===== config.mk =====
export PLATFORM = sky130hd
export DESIGN_NAME = shift_add_multiplier_flat
export DESIGN_NICKNAME = d
export VERILOG_FILES = /design/src/rtl/shift_add_multiplier_if.sv /design/src/rtl/shift_add_multiplier.sv /design/src/flat_wrapper.sv
export SDC_FILE = /design/constraint.sdc
export NUM_CORES = 1
export LEC_CHECK = 0
export ABC_AREA = 1
export CAP_MARGIN = 20
export CORE_ASPECT_RATIO = 0.7
export CORE_MARGIN = 2
export CORE_UTILIZATION = 25
export CTS_BUF_LIST = sky130_fd_sc_hd__clkbuf_8
export CTS_CLUSTER_DIAMETER = 40
export DETAILED_ROUTE_END_ITERATION = 8
export GPL_ROUTABILITY_DRIVEN = 0
export GPL_TIMING_DRIVEN = 1
export MAX_ROUTING_LAYER = met4
export PLACE_DENSITY = 0.49
export RECOVER_POWER = 100
export SLEW_MARGIN = 10
export SYNTH_ARGS = -nofsm -noshare
export SYNTH_HDL_FRONTEND = slang
export SYNTH_SLANG_ARGS = --single-unit

===== constraint.sdc =====
create_clock -name clk -period 3.5 [get_ports clk]
set_input_delay 0.7 -clock clk [delete_from_list [all_inputs] [get_ports clk]]
set_output_delay 0.7 -clock clk [all_outputs]
set_load 0.05 [all_outputs]

===== src/rtl/shift_add_multiplier_if.sv =====
// Operand/result handshake bundle for the shift-and-add multiplier.
// The master side supplies operands and accepts the product; the slave side is the core.
interface shift_add_multiplier_if #(
  parameter int WIDTH = 32
);
  logic                 in_valid;
  logic                 in_ready;
  logic [WIDTH-1:0]     multiplicand_in;
  logic [WIDTH-1:0]     multiplier_in;
  logic                 out_valid;
  logic                 out_ready;
  logic [2*WIDTH-1:0]   product_out;
  logic                 busy;

  modport master (
    output in_valid, multiplicand_in, multiplier_in, out_ready,
    input  in_ready, out_valid, product_out, busy
  );

  modport slave (
    input  in_valid, multiplicand_in, multiplier_in, out_ready,
    output in_ready, out_valid, product_out, busy
  );
endinterface


===== src/rtl/shift_add_multiplier.sv =====
// Iterative unsigned multiplier: one shift-and-add step per clock over WIDTH steps.
// Operands are captured on the accept edge. The product is held in a separate
// result register so that it stays stable through IDLE and only changes on entry to DONE.
module shift_add_multiplier #(
  parameter int WIDTH     = 32,
  parameter bit ZERO_SKIP = 1'b1
) (
  input  logic                   clk,
  input  logic                   rst,
  shift_add_multiplier_if.slave  bus
);

  localparam int CW = (WIDTH > 2) ? $clog2(WIDTH) : 1;

  typedef enum logic [1:0] {
    IDLE = 2'd0,
    CALC = 2'd1,
    DONE = 2'd2
  } state_t;

  state_t               state_reg, state_next;
  logic [WIDTH-1:0]     mcand_reg, mcand_next;
  // Accumulator layout: {carry, hi[WIDTH-1:0], lo[WIDTH-1:0]}; lo starts as the multiplier.
  logic [2*WIDTH:0]     acc_reg, acc_next;
  logic [CW-1:0]        count_reg, count_next;
  logic [2*WIDTH-1:0]   result_reg, result_next;

  logic [WIDTH:0]       addend;
  logic [WIDTH:0]       sum;
  logic [2*WIDTH:0]     step;
  logic                 operand_zero;

  // One iteration: conditionally add the multiplicand into {carry,hi}, then shift right.
  // The carry is always 0 between steps, so the WIDTH+1-bit sum never overflows.
  assign addend = acc_reg[0] ? {1'b0, mcand_reg} : '0;
  assign sum    = acc_reg[2*WIDTH:WIDTH] + addend;
  assign step   = {1'b0, sum, acc_reg[WIDTH-1:1]};

  assign operand_zero = (bus.multiplicand_in == '0) || (bus.multiplier_in == '0);

  // Handshake outputs decode the state; in_ready is also forced low while reset is asserted.
  assign bus.in_ready    = rst && (state_reg == IDLE);
  assign bus.out_valid   = (state_reg == DONE);
  assign bus.busy        = (state_reg != IDLE);
  assign bus.product_out = result_reg;

  // State and datapath registers with asynchronous active-low clear.
  always_ff @(posedge clk or negedge rst) begin
    if (!rst) begin
      state_reg  <= IDLE;
      mcand_reg  <= '0;
      acc_reg    <= '0;
      count_reg  <= '0;
      result_reg <= '0;
    end else begin
      state_reg  <= state_next;
      mcand_reg  <= mcand_next;
      acc_reg    <= acc_next;
      count_reg  <= count_next;
      result_reg <= result_next;
    end
  end

  // Next-state and datapath control for IDLE -> CALC -> DONE -> IDLE.
  always_comb begin
    state_next  = state_reg;
    mcand_next  = mcand_reg;
    acc_next    = acc_reg;
    count_next  = count_reg;
    result_next = result_reg;

    case (state_reg)
      IDLE: begin
        if (bus.in_valid) begin
          mcand_next = bus.multiplicand_in;
          acc_next   = {1'b0, {WIDTH{1'b0}}, bus.multiplier_in};
          count_next = '0;
          if (ZERO_SKIP && operand_zero) begin
            acc_next    = '0;
            result_next = '0;
            state_next  = DONE;
          end else begin
            state_next  = CALC;
          end
        end
      end

      CALC: begin
        acc_next   = step;
        count_next = count_reg + CW'(1);
        if (count_reg == CW'(WIDTH - 1)) begin
          result_next = step[2*WIDTH-1:0];
          state_next  = DONE;
        end
      end

      DONE: begin
        if (bus.out_ready) begin
          state_next = IDLE;
        end
      end

      default: begin
        state_next = IDLE;
      end
    endcase
  end

endmodule


===== src/flat_wrapper.sv =====
// flat-port wrapper written by rule: the top's interface ports become plain ports
module shift_add_multiplier_flat 
#(
  parameter int WIDTH     = 32,
  parameter bit ZERO_SKIP = 1'b1
)
  (clk, rst, bus_in_valid, bus_multiplicand_in, bus_multiplier_in, bus_out_ready, bus_in_ready, bus_out_valid, bus_product_out, bus_busy);
  shift_add_multiplier_if #(.WIDTH(WIDTH)) bus_i ();
  input  logic clk;
  input  logic rst;
  input wire logic [$bits(bus_i.in_valid)-1:0] bus_in_valid;
  input wire logic [$bits(bus_i.multiplicand_in)-1:0] bus_multiplicand_in;
  input wire logic [$bits(bus_i.multiplier_in)-1:0] bus_multiplier_in;
  input wire logic [$bits(bus_i.out_ready)-1:0] bus_out_ready;
  output wire logic [$bits(bus_i.in_ready)-1:0] bus_in_ready;
  output wire logic [$bits(bus_i.out_valid)-1:0] bus_out_valid;
  output wire logic [$bits(bus_i.product_out)-1:0] bus_product_out;
  output wire logic [$bits(bus_i.busy)-1:0] bus_busy;
  assign bus_i.in_valid = bus_in_valid;
  assign bus_i.multiplicand_in = bus_multiplicand_in;
  assign bus_i.multiplier_in = bus_multiplier_in;
  assign bus_i.out_ready = bus_out_ready;
  assign bus_in_ready = bus_i.in_ready;
  assign bus_out_valid = bus_i.out_valid;
  assign bus_product_out = bus_i.product_out;
  assign bus_busy = bus_i.busy;
  shift_add_multiplier #(.WIDTH(WIDTH), .ZERO_SKIP(ZERO_SKIP)) u_core (.clk(clk), .rst(rst), .bus(bus_i));
endmodule

# ---- After elaboration in Yosys (flattened, before gate mapping)
# Index checks and enable logic that the tools add are counted.
dict set report op_classes {
  addsub 2
  n_mul 0
  div 0
  n_lt_le_gt_ge 0
  eq_ne 7
  n_shift 0
  n_mux 15
  n_bitwise 0
  n_reduce_logical 11
}
# operator count
set ops {}
lappend ops {{$mux 64} 3}
lappend ops {{$pmux 65 s2} 1}
lappend ops {{$pmux 64 s2} 1}
lappend ops {{$mux 65} 1}
lappend ops {{$logic_not 32->1} 2}
lappend ops {{$mux 32} 2}
lappend ops {{$add 33x33->33} 1}
lappend ops {{$pmux 5 s2} 1}
lappend ops {{$mux 2} 4}
lappend ops {{$pmux 2 s3} 1}
lappend ops {{$add 5x1->5 const B} 1}
lappend ops {{$eq 5x5->1 const B} 1}
lappend ops {{$mux 5} 1}
lappend ops {{$ne 2x1->1 const B} 2}
lappend ops {{$ne 2x2->1 const B} 2}
lappend ops {{$reduce_and 2->1} 2}
lappend ops {{$reduce_and 4->1} 1}
lappend ops {{$reduce_bool 2->1} 2}
lappend ops {{$reduce_and 3->1} 1}
lappend ops {{$eq 2x1->1 const B} 1}
lappend ops {{$eq 2x2->1 const B} 1}
lappend ops {{$logic_not 2->1} 1}
lappend ops {{$logic_and 1x1->1} 1}
lappend ops {{$logic_or 1x1->1} 1}
dict set report word_totals {
  register_bits 168
  latchBits 0
  ram_bits 0
  rom_bits 0
  out_inout_bits 67
  mem_count 0
}

# ---- Longest topological paths before layout
# Gate-level depths: netlist of run 1.
dict set report depth {
  depth_word 5
  mapped_depth 18
}

# ---- Least setup slack after synthesis of run 1
# OpenSTA, ideal clock, no wires.
dict set report synth_timing {
  path_type {register -> register}
  from {register u_core.acc_reg[0]}
  to {register u_core.result_reg[63], in the netlist u_core.bus.product_out[63]}
  arrival_ns 2.300
  required_time_ns 3.417
  setup_slack_ns 1.117
  stages_incl_launch_ff 19
  path_buffers 2
  synth_period_minus_slack_ns 2.383
  path_cell_list {dfrtp_1 > clkbuf_1 > clkbuf_1 > nand2_1 > inv_1 > ha_1 > inv_1 > fa_1 > inv_1 > nand3_1 > nand3_1 > nand2_1 > nand2_1 > nand2_1 > nand3_1 > nand2_1 > nand2_1 > nand2_1 > o21ai_0}
}
dict set report synth_between {
  elab_chain_len 4
}
# element line_no
set synth_rtl {}
lappend synth_rtl {{start: declaration} shift_add_multiplier.sv:24} ;# logic [2*WIDTH:0] acc_reg, acc_next;
lappend synth_rtl {{start signal: assignment} shift_add_multiplier.sv:58} ;# acc_reg <= acc_next;
lappend synth_rtl {{$mux 32} shift_add_multiplier.sv:35} ;# assign addend = acc_reg[0] ? {1'b0, mcand_reg} : '0;
lappend synth_rtl {{$add 33x33->33} shift_add_multiplier.sv:36} ;# assign sum = acc_reg[2*WIDTH:WIDTH] + addend;
lappend synth_rtl {{$mux 64} shift_add_multiplier.sv:91} ;# if (count_reg == CW'(WIDTH - 1)) begin
lappend synth_rtl {{$pmux 64 s2} shift_add_multiplier.sv:72} ;# case (state_reg)
lappend synth_rtl {{end signal: assignment} shift_add_multiplier.sv:60} ;# result_reg <= result_next;
lappend synth_rtl {{end: declaration} shift_add_multiplier.sv:26} ;# logic [2*WIDTH-1:0] result_reg, result_next;
# Every way passes these cells. The select of a mux whose other input is x is not followed.
# A chain may end at the register's enable or synchronous reset.

# ---- Worst setup path after layout of run 1
dict set report layout_timing {
  from {input port bus_in_valid}
  to {register u_core.mcand_reg[18]}
}
dict set report layout_between {
  elab_chain_len 1
}
# element line_no
set layout_rtl {}
lappend layout_rtl {{start: declaration} flat_wrapper.sv:11} ;# input wire logic [$bits(bus_i.in_valid)-1:0] bus_in_valid;
lappend layout_rtl {{$reduce_and 2->1 (no source line)} -}
lappend layout_rtl {{end signal: assignment} shift_add_multiplier.sv:57} ;# mcand_reg <= mcand_next;
lappend layout_rtl {{end: declaration} shift_add_multiplier.sv:22} ;# logic [WIDTH-1:0] mcand_reg, mcand_next;
# Every way passes these cells.

==> results.txt, run 1 <==
The clock buffer count from CTS was 17; the largest buffer count on any clock path was 2. The number of antenna diodes in the final layout is 0. Using the TritonRoute via totals, the vias-per-cell ratio works out to 4.36. The library cells used most frequently in the layout, excluding fill and tap cells, are nand2_1, inv_1, dfrtp_1, nor2_1, dlygate4sd3_1. For this block, the via count after detailed routing is 8860. The placed wire-length estimate was 22.7 mm; the instance area after placement was 0.0115 mm². The tree is rooted in a clkbuf_8. Launch point of the worst hold path: u_core.mcand_reg[31]$_DFFE_PN0P_.

In the final routing, the length of wire on met1 measures 16.1 mm. The compound-cell area share of the yosys netlist was 8.32%. The share of cell area taken by muxes after synthesis was 0%. The tools report the critical path endpoint category as a register.

The area growth from synthesis to layout is 23.6%. Global routing finished with a remaining overflow of 0. The logs give 1511 for the net count after synthesis and 5.18 mW for the net switching power. TritonCTS built the clock tree. The count of final max-slew check failures was 174; the clock-pin transition on the worst setup and hold timing paths was 0.10 ns. STA puts the critical path data arrival time at 3.36 ns.

The multi-input combinational cells in the finished layout cover a total of 0.00440 mm². The worst setup path is launched from an input pin. The library cell used most frequently in the layout, excluding fill and tap cells, is nand2_1.

The final-report hold violation count came out at 0. The worst-margin pin slew works out to 1.69 ns. After clock tree synthesis, the repair step resized 0 gates.

The run gives 0 as the number of antenna violations at the first check in global routing. The post-detailed-route DRC marker count was 0; the slack of the worst reg-to-reg path was 0.58 ns. The biggest fanout along the worst timing path was 45; the worst-case hold slack was 0.480 ns.

The vertical die dimension is 168 µm. Cells with a size suffix above 1 make up 3.43% of the layout. The worst register-to-register path ends at u_core.bus.product_out[47]$_DFFE_PN0P_. Counting instances, the worst hold path has a depth of 2. The post-CTS repair timing setup buffer count came out at 0. The via count of the first global-routing pass is 8624. Setup repair after global routing left no endpoint under its margin. The maximum level of the CTS H-tree came out at 4. Buffers inserted to repair hold after CTS numbered 0. In this design, the stage delay of the slowest critical-path cell is 1.26 ns. In the synthesized netlist, the number of instances is 1408. The die is 238 µm wide. The portion of total power attributed to the clock network came out at 14.4%. Of the total power, registers draw 31.6%. For hold timing, the worst endpoint is u_core.mcand_reg[31]$_DFFE_PN0P_. After detailed routing, the average wire length per cell comes to 15.0 µm. The global-route wire length before repair came out at 48.6 mm. The worst path in the final design needs a cycle of 3.03 ns, including I/O delays and setup. The share of total power consumed by net switching is 50.8%.

Counting cells, the worst reg-to-reg path comes to 16. For the maximum resistive drop on vdd, the log shows 0.651 mV. Entering global routing, the biggest net connects 84 pins. For this run, the number of Yosys warnings is 0. The worst-skew pair later-pin latency is 0.50 ns, and the number of top-level pins is 135.

A synthesized cell averages 6.80 µm². The clock sink count is 167, and the worst clock skew on the final layout is 0.0203 ns. For the final routed database, the setup TNS stands at 0 ns. The adder and majority cell fraction of the synthesized area is 4.65%. Internal power comes to 5.02 mW. The largest family of logic cells by synthesized area was simple AND/OR/NAND/NOR gates. The number of flip-flops and latches in the synthesized netlist came out at 167. In the final layout, flip-flops and latches occupy 0.00418 mm². For this run, the top clock speed supported by timing is 0.330 GHz.

The number of distinct library cells after synthesis was 31; the data required time at the worst endpoint was 3.82 ns. The flow ran to the end, but the final reports show violations. In this run the static leakage power is 6.63 nW. The final reports fail on capacitance limit, slew limit.

Simple-gate share of the synthesized area: 33.0%. For the number of routed nets with antenna violations, the log shows 0. The floorplan step defined a die boundary enclosing 0.0399 mm². The final critical-path share of the clock period is 86.6%, and the final design instance area without fill is 0.0118 mm². The met2 layer wire length in the routed design was 12.9 mm; the violation count after the first detailed-routing iteration was 748. The critical path goes through dlygate4sd3_1, inv_1, nor2_8, clkbuf_2, inv_1, o21ai_0.

The count of placed standard cells including taps was 2000; the count of standard-cell rows was 59. Measured against its own limit, the worst slew margin works out to -12.9%. For this run, the number of standard cells in the final layout without fillers is 2032. The net count of the finished layout is 1634. Of the synthesized area, sequential elements account for 43.6%. The wire length on met3 was 1.04 mm; the post-synthesis cell area was 0.00958 mm².

Of the total power, combinational logic draws 54.1%. Number of violations of the max-capacitance limit: 3. For the overall track demand over capacity in global routing, the log shows 16.2%. The launch point of the worst reg-to-reg path was u_core.acc_reg[0]$_DFFE_PN0P_.

Power spread over the standard cell area amounts to 862 mW/mm². The overall routed net length came out at 30.4 mm. Highest metal layer used by the detailed router: met4. The number of fill cells was 4061.

Port buffering added 134 buffers. The type of the worst setup path was in2reg. The first-pass detailed-route iteration total is 7, and the area of the core region is 0.0374 mm². The area share of xor/xnor cells in the synthesized design is 0.0914%. Among the stages of the critical path, the cell type that occurs most often is inv_1. Setup violations remaining at the end of the flow were counted as 0. For this design, the slowest cell found on the critical path is inv_1.

The worst hold path belongs to the class reg2reg. The final core area utilization was 31.6%; the initial core utilization was 25.6%.
-- worst max path at each step --
stage               depth (start not counted)                       startpoint  slack (ns)                                      to
finish                                      6                     bus_in_valid        0.47        u_core.mcand_reg[18]$_DFFE_PN0P_
global route                                7                     bus_in_valid        0.20        u_core.mcand_reg[16]$_DFFE_PN0P_
CTS                                         4  u_core.state_reg[0]$_DFFE_PN0P_        0.63                            bus_in_ready
detailed placement                          9           bus_multiplicand_in[8]        0.42  u_core.bus.product_out[63]$_DFFE_PN0P_
global placement                            9           bus_multiplicand_in[8]        0.48  u_core.bus.product_out[63]$_DFFE_PN0P_
floorplan                                  18    u_core.acc_reg[0]$_DFFE_PN0P_        1.12  u_core.bus.product_out[63]$_DFFE_PN0P_
-- layout make-up --
class / instances / share of cell area (%)
Clock buffer: 17 / 1.98
Clock inverter: 15 / 1.48
Inverter: 214 / 6.79
Multi-Input combinational cell: 984 / 37.2
Sequential cell: 167 / 35.3
Tap cell: 488 / 5.16
Timing Repair Buffer: 147 / 12.1
-- cell families after synthesis --
group                    count (synthesis)
buffers and inverters                  257
flip-flops                             167
AO/OA/AOI/OAI                          150
AND/OR/NAND/NOR                        798
XOR/XNOR                                 1
adder cells (fa/ha/maj)                 35
-- per-stage QoR --
| step | total power, mW | setup slack [ns] |
|---|---|---|
| final | 10.2 | 0.468 |
| after global routing | 11.1 | 0.204 |
| after CTS | 10.5 | 0.630 |
| after detailed placement | 8.97 | 0.423 |
| after global placement | 8.91 | 0.477 |
| after floorplan | 7.11 | 1.12 |
-- power by group through the flow --
stage          logic [mW]  registers (mW)  clock network (mW)
3_5_place_dp         5.70            3.27                   0
5_1_grt              6.19            3.34                1.61
2_1_floorplan        3.04            4.07                   0
3_3_place_gp         5.64            3.27                   0
6_report             5.51            3.22                1.47
4_1_cts              5.72            3.24                1.52
-- cells in the mapped netlist --
master / count / area, µm²
nand3_1: 49 / 245
clkbuf_1: 17 / 63.8
nor3_1: 7 / 35.0
nor2_4: 1 / 11.3
nor2_2: 2 / 12.5
o21ai_0: 49 / 245
a22o_1: 2 / 17.5
a21o_1: 2 / 15.0
dfrtp_1: 167 / 4180
nand2_2: 2 / 12.5
o211a_1: 1 / 10.0
nor2_8: 1 / 20.0
nand3b_1: 3 / 22.5
o31ai_1: 10 / 75.1
o21ai_1: 17 / 85.1
and2_1: 1 / 6.26
inv_2: 4 / 15.0
o22ai_1: 1 / 6.26
a21oi_1: 67 / 335
nand4_1: 16 / 100
inv_1: 210 / 788
buf_2: 14 / 70.1
or2_2: 3 / 18.8
fa_1: 1 / 20.0
nand2_1: 598 / 2240
xor2_1: 1 / 8.76
o21bai_1: 1 / 7.51
buf_1: 10 / 37.5
ha_1: 34 / 425
buf_4: 2 / 15.0
nor2_1: 115 / 432
-- worst max-delay path, delay by kind of cell --
kind	cells	cell delay (ns)
buf+inv	4	2.38
compound gates	1	0.20
simple gates	1	0.05
-- routing by layer --
metal,GRT usage (%),vias up
met5,-,-
met4,3.53,0
met3,2.59,17
met2,23.4,168
met1,23.8,4120
li1,-,4555
Power figures use the tool's default switching activity.
==> inputs of run 2 (changes only) <==
--- a/config.mk
+++ b/config.mk
@@ -12,10 +12,11 @@
 export CORE_UTILIZATION = 25
 export CTS_BUF_LIST = sky130_fd_sc_hd__clkbuf_8
-export CTS_CLUSTER_DIAMETER = 40
+export CTS_CLUSTER_DIAMETER = 200
 export DETAILED_ROUTE_END_ITERATION = 8
+export DONT_BUFFER_PORTS = 1
 export GPL_ROUTABILITY_DRIVEN = 0
 export GPL_TIMING_DRIVEN = 1
 export MAX_ROUTING_LAYER = met4
-export PLACE_DENSITY = 0.49
+export PLACE_DENSITY = 0.44
 export RECOVER_POWER = 100
 export SLEW_MARGIN = 10
==> constraint.sdc (replaced) <==
create_clock -name clk -period 3.5 [get_ports clk]
set_input_delay 0.7 -clock clk [delete_from_list [all_inputs] [get_ports clk]]
set_output_delay 0.7 -clock clk [all_outputs]
set_load 0.01 [all_outputs]
==> run 2 against run 1 <==
Net effect:
- the flow finishes with violations (hold timing, capacitance limit, slew limit)
- sequential share of layout area increased by 4.7 points
- wire length grew 2.9%
- sequential power increased by 6.5%
- final cell count fell by 6.7%
- fmax up 0.13%
- via count fell by 4.5%
- critical path type is now reg2reg
==> results.txt, run 2 (synthesis results as in run 1) <==
The run finished, with violations left. Failing checks: hold timing, capacitance limit, slew limit (was capacitance limit, slew limit). The logs give 5 (was 7) for the first-pass detailed-route iteration total and 8.88 mW (was 10.2 mW) for the overall power.

The clock sink count is 167 (unchanged), and the setup TNS is 0 ns (unchanged). The worst-margin pin slew works out to 1.63 ns (was 1.69 ns). The logs give 167 (was 0) for the final-report hold violation count and 59 (unchanged) for the count of standard-cell rows. The die outline width came out at 238 µm (unchanged). The area growth from synthesis to layout is 9.08% (was 23.6%), and the number of routed nets with antenna violations is 0 (unchanged).

The logs give 0.0374 mm² (unchanged) for the area of the core region and 8344 (was 8624) for the via count of the first global-routing pass. The tools report the worst-skew pair later-pin latency as 0.51 ns (was 0.50 ns). The worst min-delay path class was in2async (was reg2reg). The wire length per cell after detailed routing was 16.5 µm (was 15.0 µm). Setup repair after global routing left no endpoint under its margin.

The worst clock skew on the final layout came out at 0.0142 ns (was 0.0203 ns). The net count of the finished layout is 1497 (was 1634). The via count normalized by instance count is 4.46 (was 4.36). Violation count after the first detailed-routing iteration: 539 (was 748).

Maximum clock frequency: 0.330 GHz (about the same). Count of final max-slew check failures: 46 (was 174). The type of the worst setup path was reg2reg (was in2reg). The tools report the worst path arrival time as 3.38 ns (was 3.36 ns). The largest net degree at the start of global routing is 169 (was 84), and the clock period minus final worst setup slack is 3.03 ns (about the same). The tools report the number of gates given a new drive strength after cts as 0 (unchanged).

Most used cells in the layout excluding fill and tap cells: nand2_1, inv_1, dfrtp_1, nor2_1, a21oi_1 (was nand2_1, inv_1, dfrtp_1, nor2_1, dlygate4sd3_1). The worst-case hold slack is -0.110 ns (was 0.480 ns), and the maximum resistive drop on vdd is 0.464 mV (was 0.651 mV). The remaining global-route overflow is 0 (unchanged), and the power density over the cells is 850 mW/mm² (was 862 mW/mm²). The most common cell after layout, fill and taps aside was nand2_1 (unchanged). For the total via count after detailed routing, the log shows 8458 (was 8860). The total of buffers placed on input and output ports is 0 (was 134), and the largest buffer count on any clock path is 2 (unchanged).

The run gives 0 (unchanged) as the post-CTS repair timing setup buffer count. For the routing usage on met2, the log shows 24.1% (was 23.4%). The number of cells traversed by the worst register-to-register path works out to 7 (was 16). The run gives 16.7% (was 16.2%) as the overall track demand over capacity in global routing.

The tools report the initial core utilization as 25.6% (unchanged). The slack of the worst reg-to-reg path is 0.47 ns (was 0.58 ns), and the total leakage power is 5.92 nW (was 6.63 nW). TritonCTS built the clock tree. The area of the die came out at 0.0399 mm² (unchanged). The tools report the critical path launch point type as a register (was an input pin).

Critical path endpoint category: a register (unchanged). The run gives 17 (unchanged) as the clock buffer count from CTS. Most utilized layer in the global route result: met2 (was met1). For the global-route wire length before repair, the log shows 49.6 mm (was 48.6 mm). The data required time at the worst endpoint is 3.85 ns (was 3.82 ns), and the proportion of layout cells with a drive suffix above 1 is 3.27% (was 3.43%).

Post-detailed-route DRC marker count: 0 (unchanged). The biggest fanout along the worst timing path was 83 (was 45). The vertical die dimension was 168 µm (unchanged). The tools report the number of top-level pins as 135 (unchanged). Cell at the root of the clock tree: clkbuf_8 (unchanged). The tools report the setup violation total in the final timing report as 0 (unchanged). Maximum level of the CTS H-tree: 4 (unchanged).

The run gives 31.3 mm (was 30.4 mm) as the overall routed net length. The met1 track utilization from global routing came out at 23.9% (was 23.8%). The final critical-path share of the clock period was 86.5% (was 86.6%). Clock-pin transition on the worst setup and hold timing paths: 0.11 ns (was 0.10 ns). The run gives 1 (was 0) as the number of antenna violations at the first check in global routing. Endpoint of the lowest-slack register-to-register path: u_core.bus.product_out[44]$_DFFE_PN0P_ (was u_core.bus.product_out[47]$_DFFE_PN0P_). The placed wire-length estimate came out at 22.5 mm (was 22.7 mm). The tools report the met3 usage as 4.21% (was 2.59%). The launch point of the worst reg-to-reg path is u_core.state_reg[0]$_DFFE_PN0P_ (was u_core.acc_reg[0]$_DFFE_PN0P_). The number of violations of the max-capacitance limit was 1 (was 3). The normalized max-slew margin was -8.86% (was -12.9%).
==> run 2: cell types whose count changed in the layout (fill, tap and decap cells not counted), moves of 2 or more <==
cell             delta
nor2_1              +3
clkdlybuf4s50_1    -64
nor2_2              -2
clkinv_2            -3
bufinv_16           -2
o21ai_0             -2
inv_6               +3
o21ai_1             +2
clkbuf_2            -3
dlygate4sd3_1      -69
inv_8               +3
==> run 2: worst max-delay path by stage <==
stage	startpoint	end	slack (ns)	cells past startpoint
finish	u_core.state_reg[0]$_DFFE_PN0P_	u_core.bus.product_out[44]$_DFFE_PN0P_	0.47	7
global route	u_core.state_reg[1]$_DFFE_PN0P_	u_core.bus.product_out[43]$_DFFE_PN0P_	0.17	8
CTS	u_core.acc_reg[0]$_DFFE_PN0P_	u_core.bus.product_out[61]$_DFFE_PN0P_	0.71	15
detailed placement	u_core.acc_reg[0]$_DFFE_PN0P_	u_core.bus.product_out[61]$_DFFE_PN0P_	0.72	15
global placement	u_core.acc_reg[0]$_DFFE_PN0P_	u_core.bus.product_out[61]$_DFFE_PN0P_	0.70	15
floorplan	u_core.acc_reg[0]$_DFFE_PN0P_	u_core.bus.product_out[63]$_DFFE_PN0P_	1.12	18
==> run 2: stage by stage <==
stage               setup slack (ns)  utilization [%]  std cells  cell area, µm²  hold WS, ns
finish                         0.472             27.9       1896           10500       -0.110
global route                   0.166             27.9       1896           10500       -0.158
CTS                            0.706             28.0       1895           10500       -0.152
detailed placement             0.720             27.0       1863           10100        0.414
global placement               0.704             27.0       1863           10100        0.414
floorplan                       1.12                -       1408            9580        0.404
==> run 2: power breakdown <==
group,switching [mW],internal [mW],total [mW]
Sequential,0.680,2.75,3.43
Combinational,2.77,1.22,4.00
Clock,0.921,0.534,1.45
Total,4.37,4.51,8.88
==> run 2: area by class of cell <==
type,instances,area [µm²]
Multi-Input combinational cell,984,4390
Fill cell,4137,27000
Timing Repair Buffer,10,83.8
Tap cell,488,611
Antenna cell,1,2.50
Clock buffer,17,234
Sequential cell,167,4180
Clock inverter,15,151
Inverter,214,803
==> run 2: critical path: stages, from the launching register on <==
cell	delay (ns)
dfrtp_1	0.42
nand2_1	0.86
inv_1	0.14
nor2_1	0.19
nor2_1	0.09
nand2_4	0.08
clkbuf_4	0.85
o21ai_0	0.22
==> run 2: layer usage <==
| metal | wire [µm] | vias to the layer above |
|---|---|---|
| li1 | - | 4290 |
| met1 | 16000 | 3972 |
| met2 | 13300 | 183 |
| met3 | 1810 | 13 |
| met4 | 234 | 0 |
| met5 | 0 | - |
==> inputs of run 3 (changes only) <==
Settings changed: SETUP_SLACK_MARGIN set to 0.02.
==> results of run 3 <==
Same layout as run 2: the final DEF is identical, and so are final timing and power.
